<file path="src/rtl/vga_v_sync_gen.sv">
// Vertical half of the VGA timing generator: counts lines on rising edges of the
// line-end trigger and registers sync, blanking and pixel-coordinate outputs.
module vga_v_sync_gen #(
  parameter int unsigned H_VISIBLE = 640,
  parameter int unsigned H_FRONT   = 16,
  parameter int unsigned H_SYNC    = 96,
  parameter int unsigned H_BACK    = 48,
  parameter int unsigned V_VISIBLE = 480,
  parameter int unsigned V_FRONT   = 10,
  parameter int unsigned V_SYNC    = 2,
  parameter int unsigned V_BACK    = 33,
  parameter logic        HSYNC_POL = 1'b0,
  parameter logic        VSYNC_POL = 1'b0
) (
  input  logic       clk,
  input  logic       rst,
  input  logic [9:0] h_count_i,
  input  logic       trig_v_i,
  output logic [9:0] v_count_o,
  output logic [1:0] v_state_o,
  output logic       hsync_o,
  output logic       vsync_o,
  output logic       video_on_o,
  output logic [9:0] pixel_x_o,
  output logic [9:0] pixel_y_o,
  output logic       frame_start_o,
  output logic       h_err_o
);

  localparam logic [9:0] H_TOTAL     = 10'(H_VISIBLE + H_FRONT + H_SYNC + H_BACK);
  localparam logic [9:0] H_VIS       = 10'(H_VISIBLE);
  localparam logic [9:0] H_SYNC_BEG  = 10'(H_VISIBLE + H_FRONT);
  localparam logic [9:0] H_SYNC_END  = 10'(H_VISIBLE + H_FRONT + H_SYNC - 1);
  localparam logic [9:0] V_LAST      = 10'(V_VISIBLE + V_FRONT + V_SYNC + V_BACK - 1);
  localparam logic [9:0] V_FRONT_BEG = 10'(V_VISIBLE);
  localparam logic [9:0] V_SYNC_BEG  = 10'(V_VISIBLE + V_FRONT);
  localparam logic [9:0] V_BACK_BEG  = 10'(V_VISIBLE + V_FRONT + V_SYNC);

  typedef enum logic [1:0] {
    ST_ACTIVE = 2'd0,
    ST_FRONT  = 2'd1,
    ST_SYNC   = 2'd2,
    ST_BACK   = 2'd3
  } vstate_e;

  vstate_e    state_q;
  logic [9:0] v_count_q, v_count_d;
  logic       trig_q;
  logic       rise, v_wrap;
  logic       h_vis, h_in_sync, h_oob, vis_d;
  logic       hsync_q, vsync_q, video_on_q, frame_start_q, h_err_q;
  logic [9:0] pixel_x_q, pixel_y_q;

  always_comb begin
    rise      = trig_v_i & ~trig_q;
    v_wrap    = (v_count_q == V_LAST);
    v_count_d = v_count_q;
    if (rise) v_count_d = v_wrap ? 10'd0 : v_count_q + 10'd1;
    h_oob     = (h_count_i >= H_TOTAL);
    h_vis     = (h_count_i < H_VIS);
    // out-of-range positions sit above the sync window, so they read as blanking
    h_in_sync = (h_count_i >= H_SYNC_BEG) && (h_count_i <= H_SYNC_END);
    vis_d     = h_vis && (state_q == ST_ACTIVE);
  end

  always_ff @(posedge clk or posedge rst) begin
    if (rst) begin
      state_q       <= ST_ACTIVE;
      v_count_q     <= '0;
      trig_q        <= 1'b0;
      hsync_q       <= ~HSYNC_POL;
      vsync_q       <= ~VSYNC_POL;
      video_on_q    <= 1'b0;
      pixel_x_q     <= '0;
      pixel_y_q     <= '0;
      frame_start_q <= 1'b0;
      h_err_q       <= 1'b0;
    end else begin
      trig_q        <= trig_v_i;
      v_count_q     <= v_count_d;
      frame_start_q <= rise & v_wrap;
      if (rise) begin
        case (state_q)
          ST_ACTIVE: if (v_count_d == V_FRONT_BEG) state_q <= ST_FRONT;
          ST_FRONT:  if (v_count_d == V_SYNC_BEG)  state_q <= ST_SYNC;
          ST_SYNC:   if (v_count_d == V_BACK_BEG)  state_q <= ST_BACK;
          ST_BACK:   if (v_count_d == 10'd0)       state_q <= ST_ACTIVE;
          default:                                 state_q <= ST_ACTIVE;
        endcase
      end
      // outputs reflect the line register before this edge's increment
      hsync_q    <= h_in_sync ? HSYNC_POL : ~HSYNC_POL;
      vsync_q    <= (state_q == ST_SYNC) ? VSYNC_POL : ~VSYNC_POL;
      video_on_q <= vis_d;
      pixel_x_q  <= vis_d ? h_count_i : 10'd0;
      pixel_y_q  <= vis_d ? v_count_q : 10'd0;
      h_err_q    <= h_err_q | h_oob;
    end
  end

  assign v_count_o     = v_count_q;
  assign v_state_o     = state_q;
  assign hsync_o       = hsync_q;
  assign vsync_o       = vsync_q;
  assign video_on_o    = video_on_q;
  assign pixel_x_o     = pixel_x_q;
  assign pixel_y_o     = pixel_y_q;
  assign frame_start_o = frame_start_q;
  assign h_err_o       = h_err_q;

endmodule

</file>
<file path="config.mk">
export PLATFORM = sky130hd
export DESIGN_NAME = vga_v_sync_gen
export DESIGN_NICKNAME = d
export VERILOG_FILES = /design/src/rtl/vga_v_sync_gen.sv
export SDC_FILE = /design/constraint.sdc
export NUM_CORES = 1
export LEC_CHECK = 0
export ABC_CLOCK_PERIOD_IN_PS = 6960
export CORE_MARGIN = 2
export CORE_UTILIZATION = 30
export CTS_CLUSTER_SIZE = 14
export DETAILED_ROUTE_END_ITERATION = 10
export DONT_BUFFER_PORTS = 1
export PLACE_DENSITY_LB_ADDON = 0.15
export SLEW_MARGIN = 20
export SYNTH_ARGS = -nofsm -noshare
export SYNTH_HDL_FRONTEND = slang
export SYNTH_SLANG_ARGS = --single-unit
</file>
<file path="constraint.sdc">
create_clock -name clk -period 6.96 [get_ports clk]
set_input_delay 1.392 -clock clk [delete_from_list [all_inputs] [get_ports clk]]
set_output_delay 1.392 -clock clk [all_outputs]
set_load 0.1 [all_outputs]
</file>
==> metrics.txt <==
CP Cell Sequence inv_1 > ha_1 > or3_1 > a21o_1 > o31a_1 > o32ai_1 > o211ai_1 > mux2_4; insertion delay to the later sink of the worst-skew pair ~0.29 ns; CTS Buf Count 5; initial DRC count around 120; Slew @ Worst Pin 1.15 ns; Setup-failing EPs final 0; DRC Markers 0; crit path capture type flop; drt total wl roughly 3.9 mm; final period utilization 0.471; VDD IR-drop max 92.4 µV; Warnings, synthesis 0; grt total ovfl 0; Starting Density 0.313; crit path time final 3.28 ns; Avg Vias per Cell just over 5; Die Footprint 6410 µm²; post-synthesis compound-gate area fraction 0.0684; vias in the first global route 1,236; dpl hpwl 2.83 mm; vias post-DR around 1,200; fin nets between 150 and 200; placed instance area 1820 µm²; Die Width around 80 µm; pin count of the biggest net entering global routing 34; final setup TNS 0 ns; num rows 27; clk buf depth 2; Synth async-reset ratio 1.00; Netlist cell types 40; Most used DFF post-synth dfrtp_1; # Max-Cap Violations 0; Ports 50; Startpoint Class flop; Port Buffers 0; register area share after synthesis 0.549; H-tree depth 2; n_diodes 0; Post-CTS Setup Inserts 0; largest family of logic cells by synthesized area simple AND/OR/NAND/NOR gates; final hold violation count 0; crit-path max FO 7; layout cells sized above 1 0.117; Die Ht 80.1 µm; RSZ-0062 raised after global routing false; EDFF count, synth 0; post-route ant nets 0; Core Region 5540 µm²; Lkg Pwr 0.955 nW; Post-Syn Area 1740 µm²; first-pass GRT wire length 6.44 mm; Reg clk slew, reported paths 0.08 ns; slowest CP cell dfrtp_1; post-route cell area a little under 2000 µm²; Yosys reg bits 38; CP arrival 3.45 ns; wire per inst about 16 µm; xor and xnor area share after synthesis 0.0403; placed cells 227; post-synthesis simple-gate area fraction 0.246; Synth Area in Adders 0.0504; Avg Cell Area, Syn roughly 11 µm²; overall power 0.000621 W; clk sink count 38; initial antenna violation count 0; Setup Skew 0.00412 ns; PD cells approximately 320 nW/µm²; post-synthesis cell count 160; WS Path Type reg2reg; Hold/Removal Path Class reg2reg; post-cts repair resize count 0; CTS tree built; FMAX 0.305 GHz; Synth Net Count 180; CTS Hold Bufs 0; final core utilization 0.353; Slew HR 0.234; fin cells around 240; CP peak stage delay around 1.1 ns; CTS root buf clkbuf_8; Final Slew Violations 0; Worst EP required 7.13 ns; total track usage 0.130; gpl congestion 0.827; Pre-antenna DRT Iters 4; status complete, no violations; mux cell area share after synthesis 0.0144; synth-to-layout area growth 12.5%
cell usage after synthesis (all sizes together) (2+ instances only):
library cell / count / area (µm²)
dfrtp: 36 / 901
and3: 22 / 138
nand2: 14 / 52.6
nor2: 10 / 37.5
ha: 7 / 87.6
inv: 7 / 26.3
clkbuf: 6 / 22.5
nor3: 6 / 30.0
o21ai: 4 / 20.0
xnor2: 4 / 35.0
xor2: 4 / 35.0
a31oi: 3 / 18.8
nand4: 3 / 18.8
and2: 2 / 12.5
and4: 2 / 17.5
dfstp: 2 / 52.6
nand2b: 2 / 12.5
nand3: 2 / 10.0
nor2b: 2 / 12.5
o31a: 2 / 17.5
or3: 2 / 12.5
cell families (layout without fill, tap and decap cells):
kind of cell | after synthesis | count (layout)
AO/OA/AOI/OAI | 17 | 17
XOR/XNOR | 8 | 8
adder cells (fa/ha/maj) | 7 | 7
buffers and inverters | 14 | 17
flip-flops | 38 | 38
multiplexers | 2 | 2
AND/OR/NAND/NOR | 74 | 74
routing by layer:
layer / routed length [µm] / up-vias / track usage
li1: - / 567 / -
met5: 0 / - / 0
met4: 36 / 0 / 0.0390
met3: 245 / 6 / 0.0472
met1: 1680 / 580 / 0.166
met2: 1900 / 45 / 0.208
cell type report:
| cell class | instances | area [µm²] |
|---|---|---|
| clock inverters | 3 | 68.8 |
| multi-input cells | 108 | 729 |
| well taps | 72 | 90.1 |
| inverters | 7 | 26.3 |
| flip-flops and latches | 38 | 956 |
| clock buffers | 5 | 68.8 |
| repair buffers | 2 | 15.0 |
| fillers | 563 | 3590 |
power breakdown:
group | leakage, nW | internal (W) | total, W | switching, W
Sequential | 0.496 | 0.000230 | 0.000342 | 0.000112
Clock | 0.0683 | 0.000144 | 0.000224 | 0.0000803
Combinational | 0.391 | 0.0000202 | 0.0000560 | 0.0000358
Total | 0.955 | 0.000394 | 0.000621 | 0.000228
worst max-delay path: cells and delay by family (launching register included):
| kind | cells | cell delay (ns) |
|---|---|---|
| flip-flops | 1 | 1.06 |
| AO/OA/AOI/OAI | 4 | 0.87 |
| AND/OR/NAND/NOR | 1 | 0.38 |
| adder cells (fa/ha/maj) | 1 | 0.34 |
| multiplexers | 1 | 0.33 |
| buffers and inverters | 1 | 0.18 |
flip-flops by register name (all words and copies together) (netlist names):
register and count:
trig_q 1, video_on_o 1, v_state_o 2, vsync_o 1, pixel_y_o 10, frame_start_o 1
h_err_o 1, pixel_x_o 10, v_count_o 10, hsync_o 1
final timing paths:
kind | start | end | slack (ns) | cells after the start
worst min-delay path | trig_q$_DFF_PP0_ | v_count_o[0]$_DFF_PP0_ | 0.67 | 3
worst min register to register | trig_q$_DFF_PP0_ | v_count_o[0]$_DFF_PP0_ | 0.67 | 3
worst max register to register | v_count_o[1]$_DFF_PP0_ | v_state_o[1]$_DFFE_PP0P_ | 3.68 | 8
max in group asynchronous | rst | vsync_o$_DFF_PP1_ | 5.38 | 2
worst max-delay path | v_count_o[1]$_DFF_PP0_ | v_state_o[1]$_DFFE_PP0P_ | 3.68 | 8
min in group asynchronous | rst | pixel_y_o[9]$_DFF_PP0_ | 0.88 | 1
stage by stage:
step	hold slack [ns]	setup slack (ns)
floorplan	0.556	3.87
global placement	0.641	3.76
detailed placement	0.647	3.70
CTS	0.677	3.68
global route	0.753	3.53
finish	0.666	3.68
cell usage in the layout (no fill, tap or decap), types with 2 or more instances in the layout:
cell	netlist	routed
inv_1	6	6
xor2_1	4	4
and4_1	2	2
bufinv_16	0	2
clkbuf_8	0	5
and3_1	22	22
o31a_1	2	2
nand2_1	14	14
dfrtp_2	0	2
o21ai_0	4	4
and2_1	2	2
ha_1	7	7
dfrtp_1	36	34
nand4_1	3	3
a31oi_1	3	3
dfstp_2	2	2
nand2b_1	2	2
nand3_1	2	2
or3_1	2	2
xnor2_1	4	4
nor2b_1	2	2
nor2_1	10	10
nor3_1	6	6
buf_4	0	2
Note: power is estimated with default switching activity, not from simulation.
